**src/rtl/fetch_stage.sv**
```systemverilog
// MIPS instruction-fetch stage and IF/ID register: one-outstanding imem fetch, stall hold buffer, branch redirect with kill.
// Optional macro FETCH_PERF_CNT_EN adds perf_fetched / perf_bubbles counters.
module fetch_stage #(
  parameter int unsigned       ADDR_W   = 32,
  parameter logic [ADDR_W-1:0] RESET_PC = '0
) (
  input  logic              clk,
  input  logic              rst_n,
  output logic              imem_req,
  output logic [ADDR_W-1:0] imem_addr,
  input  logic              imem_gnt,
  input  logic              imem_rvalid,
  input  logic [31:0]       imem_rdata,
  input  logic              id_stall,
  input  logic              br_taken,
  input  logic [ADDR_W-1:0] br_target,
  output logic              if_valid,
  output logic [31:0]       if_instr,
  output logic [ADDR_W-1:0] if_pc_plus4
`ifdef FETCH_PERF_CNT_EN
  ,
  output logic [31:0]       perf_fetched,
  output logic [31:0]       perf_bubbles
`endif
);

  localparam int unsigned INSTR_W = 32;

  typedef enum logic [1:0] {IDLE, REQ, WAIT, HOLD} stateT;

  stateT               state, stateNext;
  logic [ADDR_W-1:0]   pc, pcNext;
  logic [ADDR_W-1:0]   pendingPc, pendingPcNext;
  logic                kill, killNext;
  logic                holdValid, holdValidNext;
  logic [INSTR_W-1:0]  holdInstr, holdInstrNext;
  logic [ADDR_W-1:0]   holdPc4, holdPc4Next;
  logic                validNext;
  logic [INSTR_W-1:0]  instrNext;
  logic [ADDR_W-1:0]   pc4Next;
  logic                reqNext;
  logic                slotFree;
  logic [ADDR_W-1:0]   respPc4;

  // The fetch address is the PC register itself.
  assign imem_addr = pc;

  // Next-state and datapath update; a redirect overrides everything else.
  always_comb begin
    stateNext     = state;
    pcNext        = pc;
    pendingPcNext = pendingPc;
    killNext      = kill;
    holdValidNext = holdValid;
    holdInstrNext = holdInstr;
    holdPc4Next   = holdPc4;
    validNext     = if_valid;
    instrNext     = if_instr;
    pc4Next       = if_pc_plus4;
    slotFree      = !if_valid || !id_stall;
    respPc4       = pendingPc + ADDR_W'(4);

    if (if_valid && !id_stall) validNext = 1'b0;

    case (state)
      IDLE: stateNext = REQ;
      REQ: begin
        if (imem_gnt) begin
          stateNext     = WAIT;
          pendingPcNext = pc;
        end
      end
      WAIT: begin
        if (imem_rvalid) begin
          if (kill) begin
            killNext  = 1'b0;
            stateNext = REQ;
          end else if (slotFree) begin
            validNext = 1'b1;
            instrNext = imem_rdata;
            pc4Next   = respPc4;
            pcNext    = respPc4;
            stateNext = REQ;
          end else begin
            holdValidNext = 1'b1;
            holdInstrNext = imem_rdata;
            holdPc4Next   = respPc4;
            pcNext        = respPc4;
            stateNext     = HOLD;
          end
        end
      end
      HOLD: begin
        if (!id_stall) begin
          if (holdValid) begin
            validNext = 1'b1;
            instrNext = holdInstr;
            pc4Next   = holdPc4;
          end
          holdValidNext = 1'b0;
          stateNext     = REQ;
        end
      end
      default: stateNext = IDLE;
    endcase

    if (br_taken) begin
      pcNext        = {br_target[ADDR_W-1:2], 2'b00};
      validNext     = 1'b0;
      holdValidNext = 1'b0;
      case (state)
        WAIT: begin
          stateNext = imem_rvalid ? REQ : WAIT;
          killNext  = !imem_rvalid;
        end
        REQ: begin
          stateNext = imem_gnt ? WAIT : REQ;
          killNext  = imem_gnt;
        end
        default: begin
          stateNext = REQ;
          killNext  = 1'b0;
        end
      endcase
    end

    reqNext = (stateNext == REQ);
  end

  always_ff @(posedge clk or negedge rst_n) begin
    if (!rst_n) begin
      state       <= IDLE;
      pc          <= RESET_PC;
      pendingPc   <= '0;
      kill        <= 1'b0;
      holdValid   <= 1'b0;
      holdInstr   <= '0;
      holdPc4     <= '0;
      if_valid    <= 1'b0;
      if_instr    <= '0;
      if_pc_plus4 <= '0;
      imem_req    <= 1'b0;
    end else begin
      state       <= stateNext;
      pc          <= pcNext;
      pendingPc   <= pendingPcNext;
      kill        <= killNext;
      holdValid   <= holdValidNext;
      holdInstr   <= holdInstrNext;
      holdPc4     <= holdPc4Next;
      if_valid    <= validNext;
      if_instr    <= instrNext;
      if_pc_plus4 <= pc4Next;
      imem_req    <= reqNext;
    end
  end

`ifdef FETCH_PERF_CNT_EN
  // Accepted-instruction and empty-slot counters, free-running with wrap.
  always_ff @(posedge clk or negedge rst_n) begin
    if (!rst_n) begin
      perf_fetched <= '0;
      perf_bubbles <= '0;
    end else begin
      if (if_valid && !id_stall) perf_fetched <= perf_fetched + 32'd1;
      if (!if_valid)             perf_bubbles <= perf_bubbles + 32'd1;
    end
  end
`endif

endmodule

```
**config.mk**
```make
export PLATFORM = sky130hd
export DESIGN_NAME = fetch_stage
export DESIGN_NICKNAME = d
export VERILOG_FILES = /design/src/rtl/fetch_stage.sv
export SDC_FILE = /design/constraint.sdc
export NUM_CORES = 1
export LEC_CHECK = 0
export CORE_AREA = 2 2 150 122
export DETAILED_ROUTE_END_ITERATION = 12
export DIE_AREA = 0 0 152 124
export PLACE_DENSITY = 0.8
export SLEW_MARGIN = 30
export SYNTH_ARGS = -nofsm -noshare
export SYNTH_HDL_FRONTEND = slang
export SYNTH_SLANG_ARGS = --single-unit
```
**constraint.sdc**
```tcl
create_clock -name clk -period 2.3 [get_ports clk]
set_clock_uncertainty 0.1 [all_clocks]
set_input_delay 0.23 -clock clk [delete_from_list [all_inputs] [get_ports clk]]
set_output_delay 0.23 -clock clk [all_outputs]
set_load 0.005 [all_outputs]
```
**After elaboration in Yosys (flattened, before gate mapping)**

Index checks and enable logic that the tools add are counted.
W data, S select, Z words.

- Register bits: 198
- Latch bits: 0
- Memory bits (writable): 0
- Bits in read-only memories: 0
- Input bits: 70
- Output and inout bits: 98
- Logic and storage cells: 88
- Memories: 0

- Add/subtract/negate cells: 1
- Multipliers: 0
- Div/mod/pow operators: 0
- Magnitude comparators: 0
- Equal/unequal tests: 14
- Shift operators: 0
- Multiplexer cells: 44
- Bitwise operators: 2
- Reduce and logical (&&, ||, !) cells: 16

Operators by type and width:

| cell | number |
|---|---|
| $mux W32 | 14 |
| $pmux W32 S2 | 2 |
| $add A32 B3 Y32 const B | 1 |
| $mux W2 | 8 |
| $mux W1 | 15 |
| $ne A2 B2 Y1 const B | 6 |
| $ne A3 B3 Y1 const B | 4 |
| $pmux W2 S4 | 1 |
| $pmux W1 S2 | 3 |
| $reduce_and A6 Y1 | 1 |
| $reduce_bool A2 Y1 | 3 |
| $reduce_and A5 Y1 | 1 |
| $eq A2 B1 Y1 const B | 2 |
| $eq A2 B2 Y1 const B | 2 |
| $pmux W2 S2 | 1 |
| $reduce_and A2 Y1 | 2 |
| $reduce_and A4 Y1 | 1 |
| $logic_not A1 Y1 | 3 |
| $reduce_and A3 Y1 | 1 |
| $reduce_bool A3 Y1 | 1 |
| $logic_not A2 Y1 | 1 |
| $not A1 Y1 | 2 |
| $logic_and A1 B1 Y1 | 1 |
| $logic_or A1 B1 Y1 | 1 |

**Depth between registers and ports, before layout**

- Depth in word-level cells: 8
- Mapped depth: 10
- Gate-level depth less buffers: 7

**Worst setup path after synthesis**

OpenSTA, ideal clock, no wires.

- Path kind: reg-to-reg
- From: register state[0]
- To: register if_instr[12]
- Library setup time: 0.133 ns
- Arrival time: 1.905 ns
- Data required time: 2.067 ns
- Slack: 0.162 ns
- Stages on the path, launching flop included: 10
- Path buffers: 3
- Clock period less this slack: 2.138 ns
- Cell sequence: dfrtp_1 inv_1 ha_1 buf_2 a22oi_1 o2111ai_2 clkbuf_1 clkbuf_1 nand2_1 o21ai_0

- Word-level cells in the longest chain between the ends: 3
- Elaborated cells between the ends (all ways): 10
- Those cells by class: eq/ne: 7; mux: 1; reduce/logical: 2

Ends and longest elaborated chain:

| element | RTL line | text |
|---|---|---|
| start, declared | 31 | `stateT state, stateNext;` |
| start signal, assigned | 144 | `state <= stateNext;` |
| $eq A2 B2 Y1 | 65 | `case (state)` |
| $ne A2 B2 Y1 (no line) or $reduce_bool A2 Y1 (tied branches) | - |  |
| $reduce_and A6 Y1 (no line) | - |  |
| end signal, assigned | 152 | `if_instr <= instrNext;` |
| end, declared | 18 | `output logic [31:0] if_instr,` |

Parallel ways exist; a longest one is shown, timed or not.
A chain may end at the register's enable or synchronous reset.

**Worst setup path after layout**

- From: register state[0]
- To: register pc[20], in the netlist imem_addr[20]

- Word-level cells in the longest chain between the ends: 3

Ends and longest elaborated chain:

| element | RTL line | text |
|---|---|---|
| $eq A2 B2 Y1 | 65 |  |
| $reduce_bool A2 Y1 (no line) | - |  |
| $reduce_and A3 Y1 (no line) | - |  |
| end signal, assigned | 145 | `pc <= pcNext;` |
| end, declared | 32 | `logic [ADDR_W-1:0] pc, pcNext;` |

No other way between the ends.

==> results list <==
- The run finished with clean final reports.
- Met2 Track Usage GR: 36.12%
- 0 antenna diodes ended up in the layout.
- Headroom to the max-slew limit came out at 54.64%.
- Worst Setup Start Kind: flip-flop
- Walking the worst path, the cells encountered are inv_1, ha_1, nand2_1, or2_2, nor3_1, o31ai_1.
- Slack of the worst reg-to-reg path: 0.13 ns
- Synthesis instantiated 54 different standard cells from the library.
* Via count of the first global-routing pass: around 6,800
- Number of synthesized register bits: around 200
* GRT Util Overall: between 20 and 25%
- Port-buffer cells: 165
- Insertion delay to the later sink of the worst-skew pair: 0.43 ns
* Most common cell after layout, fill and taps aside: sky130_fd_sc_hd__dfrtp_1
* IR Drop Worst-Case VDD: between 0.6 and 0.7 mV
- The cell count after synthesis came out at 837.
- For this design, the sink count on the clock tree is roughly 200.
- Mapped Avg Cell Area: ~11 µm²
- The floorplan has 43 rows.
* Class of the tightest hold or removal check: in2async
- The worst register-to-register path ends at imem_addr[20].
* Total number of H-tree levels: 4
- Final setup violation count: 0
* Routed wire per std cell: around 18 µm
* Final Max Slew Viols: 0
- Area used by sequential logic in the layout: between 4000 and 5000 µm²
- Power Total: 12.83 mW
* RSZ-0062 raised after global routing: false
* Total stage count of the critical path: 6
* Final setup margin: around 0.13 ns
* Arrival time of data at the critical path endpoint: 2.37 ns
- For this run, design rule violations remaining after detail routing come to 0.
- Clock input transition at the sequential cells of the worst setup and hold paths: around 0.07 ns
- Leakage dissipation: 5.137 nW
- Entering global routing, the biggest net connects 74 pins.
* Clock tree from TritonCTS: done
- Buffering stage count on the worst path with inverters included: 1
- Critical path class: reg2reg
- In this run the cell area of the synthesized design comes to 9060 µm².
- Static timing analysis puts the maximum clock frequency at 460.2 MHz.
- Area enclosed by the die boundary: about 19,000 µm²
* Worst Path Max Fanout: 16
* Area share of the leading cell type in the synthesized netlist: a little over half
- Power density normalized to cell area: 1083 nW/µm²
- The largest single stage delay on the critical path is 0.48 ns.
- The number of nets in the synthesized netlist is 912.
- The worst setup path is captured at a flip-flop.
* Clock buffer count from CTS: 17
* Overflow left after global routing: 0
- Data required time at the worst endpoint: ~2.5 ns
* Area inside the core boundary: about 17,000 µm²
* Remaining number of nets flagged by the antenna check after routing: 0
- Post-detail-place hpwl: 15.46 mm
- For this run, global-route usage on met1 was measured as 35.87%.
- Share of layout cells above drive strength 1: 16.34%
- Routing layer with the top usage in global route: met2
* Worst setup slack after placement: 0.07428 ns
* Initial Util: around 52%
- Area of combinational cells with multiple inputs: 3880 µm²
- Pin placement for this block handled 168 I/O pins.
* Async set-reset flop share out of synthesis: 100.0%
* Sequential element share of the synthesized area: 54.69%
* Worst Hold Slack: ~0.24 ns
* Y dimension of the die: 124 µm
* Area grow syn2layout: 30.71%
* Wirelength, routed: about 22 mm
* Post-layout net count: approximately 1,100
- Among all flip-flop cells after synthesis, the most frequent one is sky130_fd_sc_hd__dfrtp_1.
- Cell family with the largest share of critical-path delay: simple AND/OR/NAND/NOR gates
* Horiz. Die Dim: approximately 150 µm
* Detailed Route Iter0 Violations: 558
* Time the final worst path needs with I/O delays and setup: roughly 2.2 ns
- Clock root buffer: sky130_fd_sc_hd__clkbuf_16
- After synthesis, the cell types taking the most area are sky130_fd_sc_hd__dfrtp_1 (55%), sky130_fd_sc_hd__mux2_2 (9.2%), sky130_fd_sc_hd__nand2_1 (5.4%).
* Launch point of the worst reg-to-reg path: state[0]
* Length of the first detailed-routing pass in iterations: 4
* Global Route met3 Usage: 5.463%
- Number of max-cap violations: 0
- Highest-count cells in the layout ignoring fill and taps: sky130_fd_sc_hd__dfrtp_1 (197), sky130_fd_sc_hd__clkdlybuf4s50_1 (163), sky130_fd_sc_hd__nand2_1 (131), sky130_fd_sc_hd__o21ai_0 (88), sky130_fd_sc_hd__mux2_2 (74)
- The detailed router placed 6,996 vias in this run.
- Routability-driven placement finished with a final weighted congestion of ~0.9.
- Area leader, netlist: sky130_fd_sc_hd__dfrtp_1
- The first global-routing pass estimated 36.01 mm of wire.
- In the final timing run, aggregate negative setup slack is 0 ns.
* Count of flip-flops with a built-in enable after synthesis: 0
- The initial antenna violation count was 0.
- Counting the fill cells in the layout gives approximately 1,300.
* Slew of the pin with the lowest slew margin: 0.6756 ns
- Placed cells: between 1,000 and 1,500
- Counting along the longest clock path gives a buffer depth of 2.
* Slowest cell on the critical path: sky130_fd_sc_hd__or2_2
* Via/cell ratio: 5.610
- The worst register-to-register path has a depth of 6.
- During synthesis, Yosys emitted a total of 0 warnings.
- Number of cells in the finished layout apart from fillers: 1,247
- Dividing the final minimum period by the clock period gives 94.47%.
- Final number of hold-violating endpoints: 0
==> metrics by stage <==
step	area, µm²	util (%)
after floorplan	9060	-
after global placement	11190	64.77
after detailed placement	11190	64.77
after CTS	11800	68.35
after global routing	11840	68.57
final	11840	68.57
==> worst max-delay path by stage <==
stage                   from               to  slack (ns)
floorplan           state[0]     if_instr[12]        0.16
global placement    state[0]      holdPc4[25]        0.16
detailed placement  state[0]  if_pc_plus4[27]        0.07
CTS                 state[0]  if_pc_plus4[27]        0.06
global route        state[0]    imem_addr[10]       0.009
finish              state[0]    imem_addr[20]        0.13
==> report_power, final <==
group	internal, mW	total (mW)	switching, mW
clock	1.67	3.01	1.34
sequential	4.42	5.22	0.801
combinational	2.42	4.59	2.18
==> metal layers <==
layer	share of wire (%)	vias up
li1	-	3305
met1	48	3440
met2	44	233
met3	6.3	18
met4	1.1	0
met5	0	-
==> timing repair <==
item / CTS / global route
hold buffers: 2 / 0
setup endpoints to repair: 0 / 11
setup buffers: 0 / 3
endpoints found under the hold margin: 55 / 0
resized for setup: 0 / 4
==> sequential cells by signal, summed over array words and instances, names as in the netlist <==
| register | flops |
|---|---|
| holdInstr | 32 |
| holdPc4 | 32 |
| holdValid | 1 |
| if_instr | 32 |
| if_pc_plus4 | 32 |
| if_valid | 1 |
| imem_addr | 32 |
| imem_req | 1 |
| kill | 1 |
| pendingPc | 32 |
| state | 2 |
==> worst register-to-register path: cells and delay by family (launching register included) <==
kind            cells  cell delay (ns)
fa+ha+maj           1             0.28
flops               1             0.44
simple gates        3             0.99
buf+inv             1             0.10
compound gates      1             0.14
==> synth_stat cells, drive strengths merged, types with 2 or more instances <==
master    n
a22o      3
nand2   131
and4      4
dfrtp   198
o211ai    8
mux2     74
ha        5
nor2     32
o31ai    12
o221ai    4
buf      24
nand2b    8
xor2     14
mux2i    48
a31oi     5
a21o      4
a21oi    24
or3       5
nor3b     9
nand3    22
nor4      9
nor2b     5
clkbuf   31
nand3b    2
o21ai    89
xnor2     6
or2       2
nor3     18
o31a      4
inv      11
o311ai    3
nand4     9
a211oi    2
and3      2
==> cell families after synthesis <==
logic type                 count (synthesis)  synth area share, %
and+or+nand+nor                          260                14.20
DFF                                      198                54.69
AOI/OAI and AO/OA                        166                10.94
muxes                                    122                14.50
buffers and inverters                     66                3.052
xor gates and xnor gates                  20                1.933
adders and majority gates                  5               0.6905
==> area by class of cell <==
class / instances / share of cell area [%]
clock inverter: 12 / 1.226
tap: 225 / 2.377
sequential: 198 / 41.85
multi-input combinational: 573 / 32.76
inverter: 11 / 0.3487
timing repair buffer: 209 / 17.61
clock buffer: 19 / 3.825
Note: power is estimated with default switching activity, not from simulation.
